<file path="src/rtl/snake_pkg.sv">
// Shared constants for the snake game datapath and the food_placer state encoding.
package snake_pkg;

    localparam int GRID_W = 40;
    localparam int GRID_H = 30;
    localparam int XW_C   = 6;
    localparam int YW_C   = 5;
    localparam int LFSR_W = 10;

    typedef enum logic [2:0] {
        ST_IDLE       = 3'd0,
        ST_ISSUE      = 3'd1,
        ST_WAIT       = 3'd2,
        ST_SCAN_ISSUE = 3'd3,
        ST_SCAN_WAIT  = 3'd4
    } fp_state_e;

endpackage

</file>
<file path="src/rtl/coord_mapper.sv">
// Folds a raw random word into [0, LIMIT) with one conditional subtract.
// Only valid while 2**W < 2*LIMIT, so a single subtract always lands in range.
module coord_mapper #(
    parameter int W     = 6,
    parameter int LIMIT = 40
) (
    input  logic [W-1:0] raw,
    output logic [W-1:0] mapped
);

    localparam logic [W-1:0] LIM_C = W'(LIMIT);

    // Subtract the grid size once when the raw value overshoots it
    always_comb begin
        mapped = raw;
        if (raw >= LIM_C) begin
            mapped = raw - LIM_C;
        end
    end

endmodule

</file>
<file path="src/rtl/food_placer.sv">
// Picks a free grid cell for the food: random draws checked against the snake
// body store, then a raster scan from (0,0) once the random attempts run out.
module food_placer
    import snake_pkg::*;
#(
    parameter int MAX_TRIES = 64
) (
    input  logic              clk,
    input  logic              rst_n,
    input  logic              place_req,
    input  logic [LFSR_W-1:0] lfsr_x,
    input  logic [LFSR_W-1:0] lfsr_y,
    output logic              occ_req,
    output logic [XW_C-1:0]   occ_x,
    output logic [YW_C-1:0]   occ_y,
    input  logic              occ_hit,
    output logic [XW_C-1:0]   food_x,
    output logic [YW_C-1:0]   food_y,
    output logic              food_valid,
    output logic              busy,
    output logic              done,
    output logic              fail
);

    localparam int              TW     = $clog2(MAX_TRIES + 1);
    localparam logic [TW-1:0]   MAX_T  = TW'(MAX_TRIES);
    localparam logic [XW_C-1:0] X_LAST = XW_C'(GRID_W - 1);
    localparam logic [YW_C-1:0] Y_LAST = YW_C'(GRID_H - 1);

    fp_state_e       state_q, state_d;
    logic [TW-1:0]   tries_q, tries_d;
    logic [XW_C-1:0] cand_x_q, cand_x_d;
    logic [YW_C-1:0] cand_y_q, cand_y_d;
    logic [XW_C-1:0] food_x_q, food_x_d;
    logic [YW_C-1:0] food_y_q, food_y_d;
    logic            food_valid_q, food_valid_d;
    logic            done_q, done_d;
    logic            fail_q, fail_d;

    logic [XW_C-1:0] draw_x;
    logic [YW_C-1:0] draw_y;

    // Upper LFSR bits carry no information for the grid mapping
    logic unused_lfsr_hi;
    assign unused_lfsr_hi = ^{lfsr_x[LFSR_W-1:XW_C], lfsr_y[LFSR_W-1:YW_C]};

    coord_mapper #(.W(XW_C), .LIMIT(GRID_W)) u_map_x (
        .raw    (lfsr_x[XW_C-1:0]),
        .mapped (draw_x)
    );

    coord_mapper #(.W(YW_C), .LIMIT(GRID_H)) u_map_y (
        .raw    (lfsr_y[YW_C-1:0]),
        .mapped (draw_y)
    );

    // Next-state logic: draw / query / accept / scan; done and fail are single-cycle pulses
    always_comb begin
        state_d      = state_q;
        tries_d      = tries_q;
        cand_x_d     = cand_x_q;
        cand_y_d     = cand_y_q;
        food_x_d     = food_x_q;
        food_y_d     = food_y_q;
        food_valid_d = food_valid_q;
        done_d       = 1'b0;
        fail_d       = 1'b0;

        case (state_q)
            ST_IDLE: begin
                if (place_req) begin
                    cand_x_d     = draw_x;
                    cand_y_d     = draw_y;
                    tries_d      = TW'(1);
                    food_valid_d = 1'b0;
                    state_d      = ST_ISSUE;
                end
            end
            ST_ISSUE: begin
                state_d = ST_WAIT;
            end
            ST_WAIT: begin
                if (!occ_hit) begin
                    food_x_d     = cand_x_q;
                    food_y_d     = cand_y_q;
                    food_valid_d = 1'b1;
                    done_d       = 1'b1;
                    state_d      = ST_IDLE;
                end else if (tries_q < MAX_T) begin
                    cand_x_d = draw_x;
                    cand_y_d = draw_y;
                    tries_d  = tries_q + 1'b1;
                    state_d  = ST_ISSUE;
                end else begin
                    // Random attempts exhausted: walk the grid deterministically
                    cand_x_d = '0;
                    cand_y_d = '0;
                    state_d  = ST_SCAN_ISSUE;
                end
            end
            ST_SCAN_ISSUE: begin
                state_d = ST_SCAN_WAIT;
            end
            ST_SCAN_WAIT: begin
                if (!occ_hit) begin
                    food_x_d     = cand_x_q;
                    food_y_d     = cand_y_q;
                    food_valid_d = 1'b1;
                    done_d       = 1'b1;
                    state_d      = ST_IDLE;
                end else if (cand_x_q == X_LAST && cand_y_q == Y_LAST) begin
                    // Last cell of the raster also occupied: the board is full
                    fail_d  = 1'b1;
                    state_d = ST_IDLE;
                end else begin
                    if (cand_x_q == X_LAST) begin
                        cand_x_d = '0;
                        cand_y_d = cand_y_q + 1'b1;
                    end else begin
                        cand_x_d = cand_x_q + 1'b1;
                    end
                    state_d = ST_SCAN_ISSUE;
                end
            end
            default: begin
                state_d = ST_IDLE;
            end
        endcase
    end

    // State, counters, candidate and food registers with asynchronous reset
    always_ff @(posedge clk or negedge rst_n) begin
        if (!rst_n) begin
            state_q      <= ST_IDLE;
            tries_q      <= '0;
            cand_x_q     <= '0;
            cand_y_q     <= '0;
            food_x_q     <= '0;
            food_y_q     <= '0;
            food_valid_q <= 1'b0;
            done_q       <= 1'b0;
            fail_q       <= 1'b0;
        end else begin
            state_q      <= state_d;
            tries_q      <= tries_d;
            cand_x_q     <= cand_x_d;
            cand_y_q     <= cand_y_d;
            food_x_q     <= food_x_d;
            food_y_q     <= food_y_d;
            food_valid_q <= food_valid_d;
            done_q       <= done_d;
            fail_q       <= fail_d;
        end
    end

    assign occ_req    = (state_q == ST_ISSUE) || (state_q == ST_SCAN_ISSUE);
    assign occ_x      = cand_x_q;
    assign occ_y      = cand_y_q;
    assign busy       = (state_q != ST_IDLE);
    assign food_x     = food_x_q;
    assign food_y     = food_y_q;
    assign food_valid = food_valid_q;
    assign done       = done_q;
    assign fail       = fail_q;

endmodule

</file>
<file path="config.mk">
export PLATFORM = sky130hd
export DESIGN_NAME = food_placer
export DESIGN_NICKNAME = d
export VERILOG_FILES = /design/src/rtl/snake_pkg.sv /design/src/rtl/coord_mapper.sv /design/src/rtl/food_placer.sv
export SDC_FILE = /design/constraint.sdc
export NUM_CORES = 1
export LEC_CHECK = 0
export ABC_AREA = 1
export BUFFER_PORTS_ARGS = -buffer_cell sky130_fd_sc_hd__clkbuf_2
export CORE_ASPECT_RATIO = 1.2
export CORE_MARGIN = 3
export CORE_UTILIZATION = 44
export CTS_BUF_LIST = sky130_fd_sc_hd__clkbuf_8
export CTS_CLUSTER_DIAMETER = 200
export DETAILED_ROUTE_END_ITERATION = 8
export PLACE_DENSITY_LB_ADDON = 0.15
export SLEW_MARGIN = 30
export SYNTH_ARGS = -nofsm -noshare
export SYNTH_HDL_FRONTEND = slang
export SYNTH_SLANG_ARGS = --single-unit
export TNS_END_PERCENT = 30
</file>
<file path="constraint.sdc">
create_clock -name clk -period 1.71 [get_ports clk]
set_input_delay 0.342 -clock clk [delete_from_list [all_inputs] [get_ports clk]]
set_output_delay 0.342 -clock clk [all_outputs]
set_load 0.05 [all_outputs]
</file>
==> metrics.cfg, run 1 <==
[worst_setup_path]
crit_arrival_ns=1.32
cp_slowest_cell=dfrtp_1
cp_cell_sequence=buf_4, nor2_4, nand2_1, clkbuf_2
cp_data_required_time_ns=1.37
critical_path.top_delay_family=flip-flops
end_kind=output port
worst-setup-path-type=flip-flop to output port
start_kind=flip-flop
crit_buf_inv=2
cp_max_fo=4
slowest_delay_ns=0.39

[power]
power.leakage_nw=1.481
p_clk_share_pct=14.7
pwr-share-seq_pct=27.0
peakVddDrop_mv=1.137
switching_share_pct=53.40
internal-power_w=0.002460
p_comb_share_pct=58.3
power.switching_w=0.002819
p_per_area_mw_per_mm2=2024

[cts]
ctsRootBufferMaster=clkbuf_8
cts_tree=yes
clkLatencyLatePin_ns=0.29
clockBufferDepth=2
clk_pin_slew_ns=0.07
clock_sinks=35
cts_buffers=5
h-tree-depth=2

[placed_design]
dp.cells=393
dp_hpwl_um=3741
gp_congestion=0.7995
io_buffers=41

[sta]
rsz0062_at_grt=yes
finalClockSkew_ns=0.006835
hold_viol=0
fin_crit_ns=1.663
tightest_slew_ns=0.4074
finalSetupViolations=0
timing.final.crit_share_pct=97.25
slew_headroom_pct=72.84
slew_violations=0
clock.fmax_ghz=0.6013

[floorplan]
num_rows=27
die_area_mm2=0.005705
core_mm2=0.004628
die_w_um=69.45
initial_utilization_pct=45.93
num_io_pins=51
die_h_um=82.14

[routing]
ant_nets=0
via_count=1968
dr.pass1.iters=5
drtIter0Drc=96
wire_per_inst_um=12.01
drc=0
via_per_inst=4.859
drt_wl_total_um=4865

[global_route]
grt_max_degree=22
antenna_found_initial=0
grt_pass1_wl_um=8314
grt_pass1_vias=1770
grt-ovfl-total=0
track_usage_pct=18.48

[synthesis]
synthCells=289
yosysWarnings=0
async_reset_ff_share_pct=100.0
mappedNetlistNets=319
synth.distinct_cells=32
synth_seq_cells=35
syn_area_per_cell_um2=7.356
synth-seq-area-share_pct=41.20
syn_area_mm2=0.002126
synth_edf_count=0
synthFlopType=dfrtp_1

[run]
cap_violations=0

[cells_and_area]
num_antenna_cells=0
fin_nets=376
fill_cells=444
final_cells=405
areaGrowthSynthToFinish_pct=22.72
utilization_pct=56.37
drive_gt1_share_pct=25.36

[run_status]
outcome=finished clean

[hold_path]
worst_hold_path_type=input port to flip-flop

path summary, 6_finish.rpt:
kind                            start    endpoint  slack, ns  cells past startpoint
max in group asynchronous       rst_n  state_q[1]       0.75                      3
min in group asynchronous       rst_n   food_x[0]       0.51                      2
setup / recovery           state_q[0]        busy       0.05                      4
hold reg to reg             food_x[1]   food_x[1]       0.48                      2
setup reg to reg           state_q[0]    occ_x[3]       0.18                      9
hold / removal              lfsr_x[0]    occ_x[0]       0.33                      5
cells in the mapped netlist, types with 3 or more instances:
library cell	number	area (um2)
ha_1	6	75.07
o21ai_0	9	45.04
o21ai_2	6	52.55
nand2_1	112	420.4
nand4_1	4	25.02
a21oi_1	6	30.03
dfrtp_1	35	875.8
inv_2	3	11.26
o21ai_1	4	20.02
nor2_1	21	78.83
inv_1	32	120.1
nand3_1	25	125.1
final cells by class:
| cell class | instances | area [um2] | area share, % |
|---|---|---|---|
| clock buffers | 6 | 82.58 | 3.165 |
| clock inverters | 2 | 35.03 | 1.343 |
| inverters | 36 | 137.6 | 5.276 |
| multi-input cells | 215 | 1084 | 41.53 |
| flip-flops and latches | 35 | 880.8 | 33.77 |
| well taps | 58 | 72.57 | 2.782 |
| repair buffers | 53 | 316.6 | 12.13 |
what timing repair did:
item	4_1_cts	5_1_grt
gates cloned	0	0
gates resized for setup	3	3
hold endpoints to repair	14	0
endpoints found under the setup margin	1	6
buffers inserted	0	3
hold buffers	1	0
flip-flops by register name (all words and copies together) (netlist names):
register / count
tries_q: 7
food_x: 6
occ_x: 6
food_y: 5
occ_y: 5
state_q: 3
done: 1
fail: 1
food_valid: 1
layer usage:
layer	share of wire, %	vias up	global-route usage (%)	routed length, um
met3	4.7	5	4.479	229
li1	-	1033	-	-
met5	0	-	0	0
met4	1.3	0	5.859	65
met1	45	891	23.36	2208
met2	49	39	31.49	2361
through the flow:
step | setup TNS, ns | setup WS [ns] | hold slack [ns] | instance area, um2 | total power (W)
after detailed placement | 0 | 0.1334 | 0.2926 | 2444 | 0.004441
after CTS | 0 | 0.002249 | 0.3293 | 2580 | 0.005249
after global placement | 0 | 0.1743 | 0.2935 | 2444 | 0.004410
final | 0 | 0.04698 | 0.3323 | 2609 | 0.005279
after global routing | -0.01948 | -0.01860 | 0.3521 | 2609 | 0.005697
after floorplan | 0 | 0.05009 | 0.04641 | 2130 | 0.003701
placed cells by master (no fill, tap or decap), drive strengths merged:
cell type	netlist	final
o21ai	19	19
xor2	1	1
buf	3	12
o22ai	1	1
inv	36	36
or2	1	1
nand3b	1	1
o21bai	1	1
dfrtp	35	35
ha	6	6
clkbuf	0	46
nor2	23	23
a2bb2oi	1	1
dlygate4sd3	0	1
a21o	1	1
a21oi	6	6
clkinv	0	1
xnor2	1	1
nand2	116	116
a22o	1	1
nand4	4	4
o211ai	1	1
bufinv	0	1
nor3	2	2
nand3	29	29
power groups by stage:
stage          Combinational, W  Sequential (W)  Clock (W)
6_report                0.00308         0.00142   0.000775
5_1_grt                 0.00339         0.00148   0.000827
4_1_cts                 0.00302         0.00144   0.000792
3_5_place_dp            0.00299         0.00145          0
3_3_place_gp            0.00297         0.00144          0
2_1_floorplan           0.00140         0.00230          0
worst reg2reg max path, delay by kind of cell (launching register included):
family	cells	cell delay [ns]
buffers and inverters	2	0.22
flip-flops	1	0.39
AND/OR/NAND/NOR	7	0.79
kinds of logic after synthesis:
logic type | synth area share [%]
xor+xnor | 0.8242
fa+ha+maj | 3.531
flops | 41.20
simple gates | 37.14
buf+inv | 8.181
compound gates | 9.124
(Power assumes the default switching activity.)
==> inputs of run 2 (changes only) <==
--- a/config.mk
+++ b/config.mk
@@ -14,6 +14,7 @@
 export CTS_CLUSTER_DIAMETER = 200
 export DETAILED_ROUTE_END_ITERATION = 8
 export PLACE_DENSITY_LB_ADDON = 0.15
+export REMOVE_ABC_BUFFERS = 1
 export SLEW_MARGIN = 30
 export SYNTH_ARGS = -nofsm -noshare
 export SYNTH_HDL_FRONTEND = slang
==> metrics.cfg, run 2 (synthesized netlist as in run 1, its figures left out) <==
[run_status]
outcome=finished clean  ; unchanged

[sta]
hold_ws_ns=0.08779  ; was 0.3323 ns
rsz0062_at_grt=no  ; was yes
finalClockSkew_ns=0.003902  ; was 0.006835 ns
clock.fmax_ghz=0.6175  ; was 0.6013 GHz
timing.final.crit_share_pct=94.70  ; was 97.25%
finalSetupViolations=0  ; unchanged
hold_viol=0  ; unchanged
tightest_slew_ns=0.4474  ; was 0.4074 ns
slew_violations=0  ; unchanged
fin_crit_ns=1.619  ; was 1.663 ns
slew_headroom_pct=70.18  ; was 72.84%
fin_ws_ns=0.09063  ; was 0.04698 ns

[hold_path]
worst_hold_path_type=input port to async pin  ; was input port to flip-flop

[floorplan]
die_w_um=69.45  ; unchanged
num_io_pins=51  ; unchanged
initial_utilization_pct=45.93  ; unchanged
num_rows=27  ; unchanged
die_area_mm2=0.005705  ; unchanged
die_h_um=82.14  ; unchanged
core_mm2=0.004628  ; unchanged

[routing]
wire_per_inst_um=11.85  ; was 12.01 um
ant_nets=0  ; unchanged
via_per_inst=4.923  ; was 4.859
drt_wl_total_um=4774  ; was 4865 um
dr.pass1.iters=4  ; was 5
via_count=1984  ; was 1968
drtIter0Drc=97  ; was 96
drc=0  ; unchanged

[worst_setup_path]
crit_arrival_ns=1.28  ; was 1.32 ns
slowest_delay_ns=0.47  ; was 0.39 ns
worst-setup-path-type=flip-flop to output port  ; unchanged
end_kind=output port  ; unchanged
start_kind=flip-flop  ; unchanged
cp_cell_sequence=nor2_4, nand2_1, clkbuf_2  ; was buf_4, nor2_4, nand2_1, clkbuf_2
cp_slowest_cell=dfrtp_2  ; was dfrtp_1
cp_max_fo=6  ; was 4
cp_data_required_time_ns=1.37  ; about the same

[cts]
clock_sinks=35  ; unchanged
cts_tree=yes  ; unchanged
cts_hold_buf=0  ; was 1
cts_setup_buffers=0  ; unchanged
h-tree-depth=2  ; unchanged
clkLatencyLatePin_ns=0.28  ; was 0.29 ns
cts_buffers=5  ; unchanged
ctsRootBufferMaster=clkbuf_8  ; unchanged
clockBufferDepth=2  ; unchanged
clk_pin_slew_ns=0.07  ; about the same

[cells_and_area]
regArea_um2=878.3  ; was 880.8 um2
fill_cells=453  ; was 444
areaGrowthSynthToFinish_pct=21.01  ; was 22.72%
num_antenna_cells=0  ; unchanged
largest_reg_flops=7  ; unchanged
utilization_pct=55.58  ; was 56.37%
final_common_cell=nand2_1  ; unchanged
multi_input_area_mm2=0.001097  ; was 0.001084 mm2
largest_register=tries_q  ; unchanged
finalInstanceArea_mm2=0.002572  ; was 0.002609 mm2
drive_gt1_share_pct=25.22  ; was 25.36%
fin_nets=374  ; was 376
layout_common_cells=nand2_1, clkbuf_2, dfrtp_1, inv_1, nand3_1  ; was nand2_1, clkbuf_2, inv_1, dfrtp_1, nand3_1

[placed_design]
dp_hpwl_um=3664  ; was 3741 um
placed_area_mm2=0.002442  ; was 0.002444 mm2
gp_congestion=0.7910  ; was 0.7995
post-place-ws_ns=0.1743  ; was 0.1334 ns
io_buffers=41  ; unchanged

[power]
power.leakage_nw=1.468  ; was 1.481 nW
p_per_area_mw_per_mm2=2004  ; was 2024 mW/mm2
peakVddDrop_mv=1.105  ; was 1.137 mV

[global_route]
track_usage_pct=18.31  ; was 18.48%
grt-ovfl-total=0  ; unchanged
antenna_found_initial=0  ; unchanged
grt_max_degree=36  ; was 22
grt_pass1_vias=1867  ; was 1770
grt_pass1_wl_um=8473  ; was 8314 um

[run]
cap_violations=0  ; unchanged

[run 2: routing by layer]
| metal | share of wire [%] | vias to the layer above | GRT usage [%] |
|---|---|---|---|
| met1 | 46 | 905 | 22.77 |
| met2 | 48 | 39 | 31.87 |
| met5 | 0 | - | 0 |
| met3 | 3.6 | 9 | 3.632 |
| li1 | - | 1031 | - |
| met4 | 1.8 | 0 | 6.641 |
[run 2: metrics by stage]
step / power, W / setup TNS, ns / cells
final: 0.005155 / 0 / 403
after global routing: 0.005589 / 0 / 403
after CTS: 0.005149 / 0 / 403
after detailed placement: 0.004457 / 0 / 395
after global placement: 0.004430 / 0 / 395
after floorplan: 0.003639 / -0.4695 / 286
[run 2: report_power, final]
part	switching (W)	internal [W]
clock network	0.000292	0.000362
logic	0.00226	0.000841
registers	0.000254	0.00114
[run 2: final timing paths]
kind / from / to / slack, ns / cells past startpoint
hold reg to reg: food_x[1] / food_x[1] / 0.48 / 2
setup reg to reg: occ_y[1] / occ_x[5] / 0.18 / 9
hold / removal: rst_n / tries_q[5] / 0.09 / 2
max in group asynchronous: rst_n / state_q[2] / 1.28 / 2
setup / recovery: state_q[1] / busy / 0.09 / 3
min in group clk: lfsr_x[2] / occ_x[2] / 0.33 / 3
[run 2: critical path, delay by kind of cell, from the launching register on]
kind | cells | cell delay [ns]
buffers and inverters | 1 | 0.24
and+or+nand+nor | 2 | 0.28
DFF | 1 | 0.47
[run 2: layout make-up]
| cell class | instances | area share, % |
|---|---|---|
| flip-flops and latches | 35 | 34.14 |
| clock inverters | 1 | 0.1459 |
| repair buffers | 51 | 11.14 |
| well taps | 58 | 2.821 |
| clock buffers | 7 | 3.745 |
| inverters | 36 | 5.350 |
| multi-input cells | 215 | 42.66 |
[run 2: repair_timing]
action	CTS	global route
setup endpoints to repair	1	6
hold endpoints to repair	0	0
resized for setup	3	8
==> inputs of run 3 (changes only) <==
==> constraint.sdc (replaced) <==
create_clock -name clk -period 1.6 [get_ports clk]
set_input_delay 0.32 -clock clk [delete_from_list [all_inputs] [get_ports clk]]
set_output_delay 0.32 -clock clk [all_outputs]
set_load 0.05 [all_outputs]
==> metrics.cfg, run 3 (synthesized netlist as in run 1, its figures left out) <==
[global_route]
grt_max_degree=36  ; unchanged
met3_usage_pct=3.874  ; was 3.632%
use_met2_pct=32.16  ; was 31.87%
grt-ovfl-total=0  ; unchanged
grt_pass1_vias=1853  ; was 1867
grt_pass1_wl_um=8411  ; was 8473 um
antenna_found_initial=0  ; unchanged
grt_use_met1_pct=22.15  ; was 22.77%
busiest_layer=met2  ; unchanged
track_usage_pct=18.42  ; was 18.31%

[power]
peakVddDrop_mv=1.169  ; was 1.105 mV
power.leakage_nw=1.532  ; was 1.468 nW
p_per_area_mw_per_mm2=2179  ; was 2004 mW/mm2

[cts]
clk_pin_slew_ns=0.08  ; was 0.07 ns
cts_buffers=5  ; unchanged
clock_sinks=35  ; unchanged
cts_tree=yes  ; unchanged
clkLatencyLatePin_ns=0.29  ; was 0.28 ns
ctsRootBufferMaster=clkbuf_8  ; unchanged
clockBufferDepth=2  ; unchanged
h-tree-depth=2  ; unchanged

[routing]
via_count=1995  ; was 1984
drtIter0Drc=123  ; was 97
wire_per_inst_um=12.05  ; was 11.85 um
ant_nets=0  ; unchanged
dr.pass1.iters=4  ; unchanged
drt_wl_total_um=4977  ; was 4774 um
via_per_inst=4.831  ; was 4.923
drc=0  ; unchanged

[cells_and_area]
final_cells=413  ; was 403
largest_register=tries_q  ; unchanged
fill_cells=435  ; was 453
drive_gt1_share_pct=28.45  ; was 25.22%
layout_common_cells=nand2_1, clkbuf_2, dfrtp_1, inv_1, nand3_1  ; unchanged
areaGrowthSynthToFinish_pct=27.07  ; was 21.01%
num_antenna_cells=0  ; unchanged
final_common_cell=nand2_1  ; unchanged
largest_reg_flops=7  ; unchanged
fin_nets=384  ; was 374

[sta]
fin_crit_ns=1.569
finalClockSkew_ns=0.005375  ; was 0.003902 ns
slew_violations=0  ; unchanged
finalSetupViolations=0  ; unchanged
fin_ws_ns=0.03050  ; was 0.09063 ns
clock.fmax_ghz=0.6371
slew_headroom_pct=68.93  ; was 70.18%
tightest_slew_ns=0.4660  ; was 0.4474 ns
rsz0062_at_grt=yes  ; was no
hold_ws_ns=0.06500  ; was 0.08779 ns
timing.final.crit_share_pct=98.09
hold_viol=0  ; unchanged

[placed_design]
io_buffers=41  ; unchanged
gp_congestion=0.7781  ; was 0.7910
dp_hpwl_um=3741  ; was 3664 um
dp.cells=400  ; was 395
post-place-ws_ns=0.1161  ; was 0.1743 ns

[floorplan]
initial_utilization_pct=45.93  ; unchanged
die_h_um=82.14  ; unchanged
die_w_um=69.45  ; unchanged
num_io_pins=51  ; unchanged
core_mm2=0.004628  ; unchanged
die_area_mm2=0.005705  ; unchanged
num_rows=27  ; unchanged

[worst_setup_path]
cp_max_fo=4  ; was 6
r2r_end=occ_x[4]  ; was occ_x[5]
r2r_slack_ns=0.09  ; was 0.18 ns
startpoint=state_q[0]  ; was state_q[1]
start_kind=flip-flop  ; unchanged
crit_arrival_ns=1.25  ; was 1.28 ns
r2r_start=state_q[0]  ; was occ_y[1]
end_kind=output port  ; unchanged
cp_data_required_time_ns=1.28  ; was 1.37 ns
reg2regPathDepth=9  ; unchanged
worst-setup-path-type=flip-flop to output port  ; unchanged

[hold_path]
worst_hold_path_type=input port to async pin  ; unchanged

[run_status]
outcome=finished clean  ; unchanged

[run]
cap_violations=0  ; unchanged

==> run 3: changes by cell type in the layout (fill, tap and decap cells not counted), moves of 2 or more <==
cell	change
nand2_2	+2
dfrtp_2	-2
nor2_2	+2
buf_4	+8
inv_1	-2
nor2_1	-2
nand2_1	-2
dfrtp_1	+2
==> run 3: repair_timing <==
item                                   in CTS  in global routing
gates resized for setup                     5                 13
pin swaps                                   0                  5
cloned                                      0                  0
hold buffers                                0                  0
buffers inserted                            1                  4
endpoints found under the hold margin       0                  0
setup endpoints to repair                   1                 13
==> run 3: cell type report <==
class	count	area [um2]	share of cell area, %
clock buffers	6	82.58	3.057
clock inverters	2	35.03	1.297
multi-input cells	215	1107	40.99
repair buffers	61	390.4	14.45
inverters	36	137.6	5.095
well taps	58	72.57	2.686
flip-flops and latches	35	875.8	32.42
==> run 3: worst max-delay path by stage <==
stage / endpoint / slack [ns] / depth (start not counted)
final: busy / 0.03 / 4
after floorplan: occ_y[4] / -0.19 / 8
after CTS: occ_req / 0.0009 / 5
after global routing: busy / -0.04 / 4
after global placement: occ_y[3] / 0.13 / 8
after detailed placement: occ_y[1] / 0.12 / 9
==> run 3: worst max-delay path: stages (launching register included) <==
cell and delay (ns):
dfrtp_1 0.41, buf_6 0.14, nor2_4 0.17, nand2_2 0.09
buf_8 0.15
==> run 3: layer usage <==
layer  wire length [um]  vias to the layer above
met1               2224                      902
met5                  0                        -
met3                184                        9
met4                109                        0
met2               2458                       36
li1                   -                     1048
==> run 3: through the flow <==
stage / TNS, ns / cell area, um2 / power (W) / util (%)
final: 0 / 2701 / 0.005887 / 58.37
after global routing: -0.1059 / 2701 / 0.006318 / 58.37
after detailed placement: 0 / 2480 / 0.004856 / 53.58
after floorplan: -1.832 / 2090 / 0.003889 / -
after CTS: 0 / 2628 / 0.005796 / 56.77
after global placement: 0 / 2480 / 0.004812 / 53.58
==> run 3: report_power, final <==
group	leakage (nW)	switching, W	total [W]	internal [W]
registers	0.451	0.000235	0.00145	0.00122
clock network	0.0612	0.000334	0.000838	0.000504
logic	1.02	0.00252	0.00359	0.00107
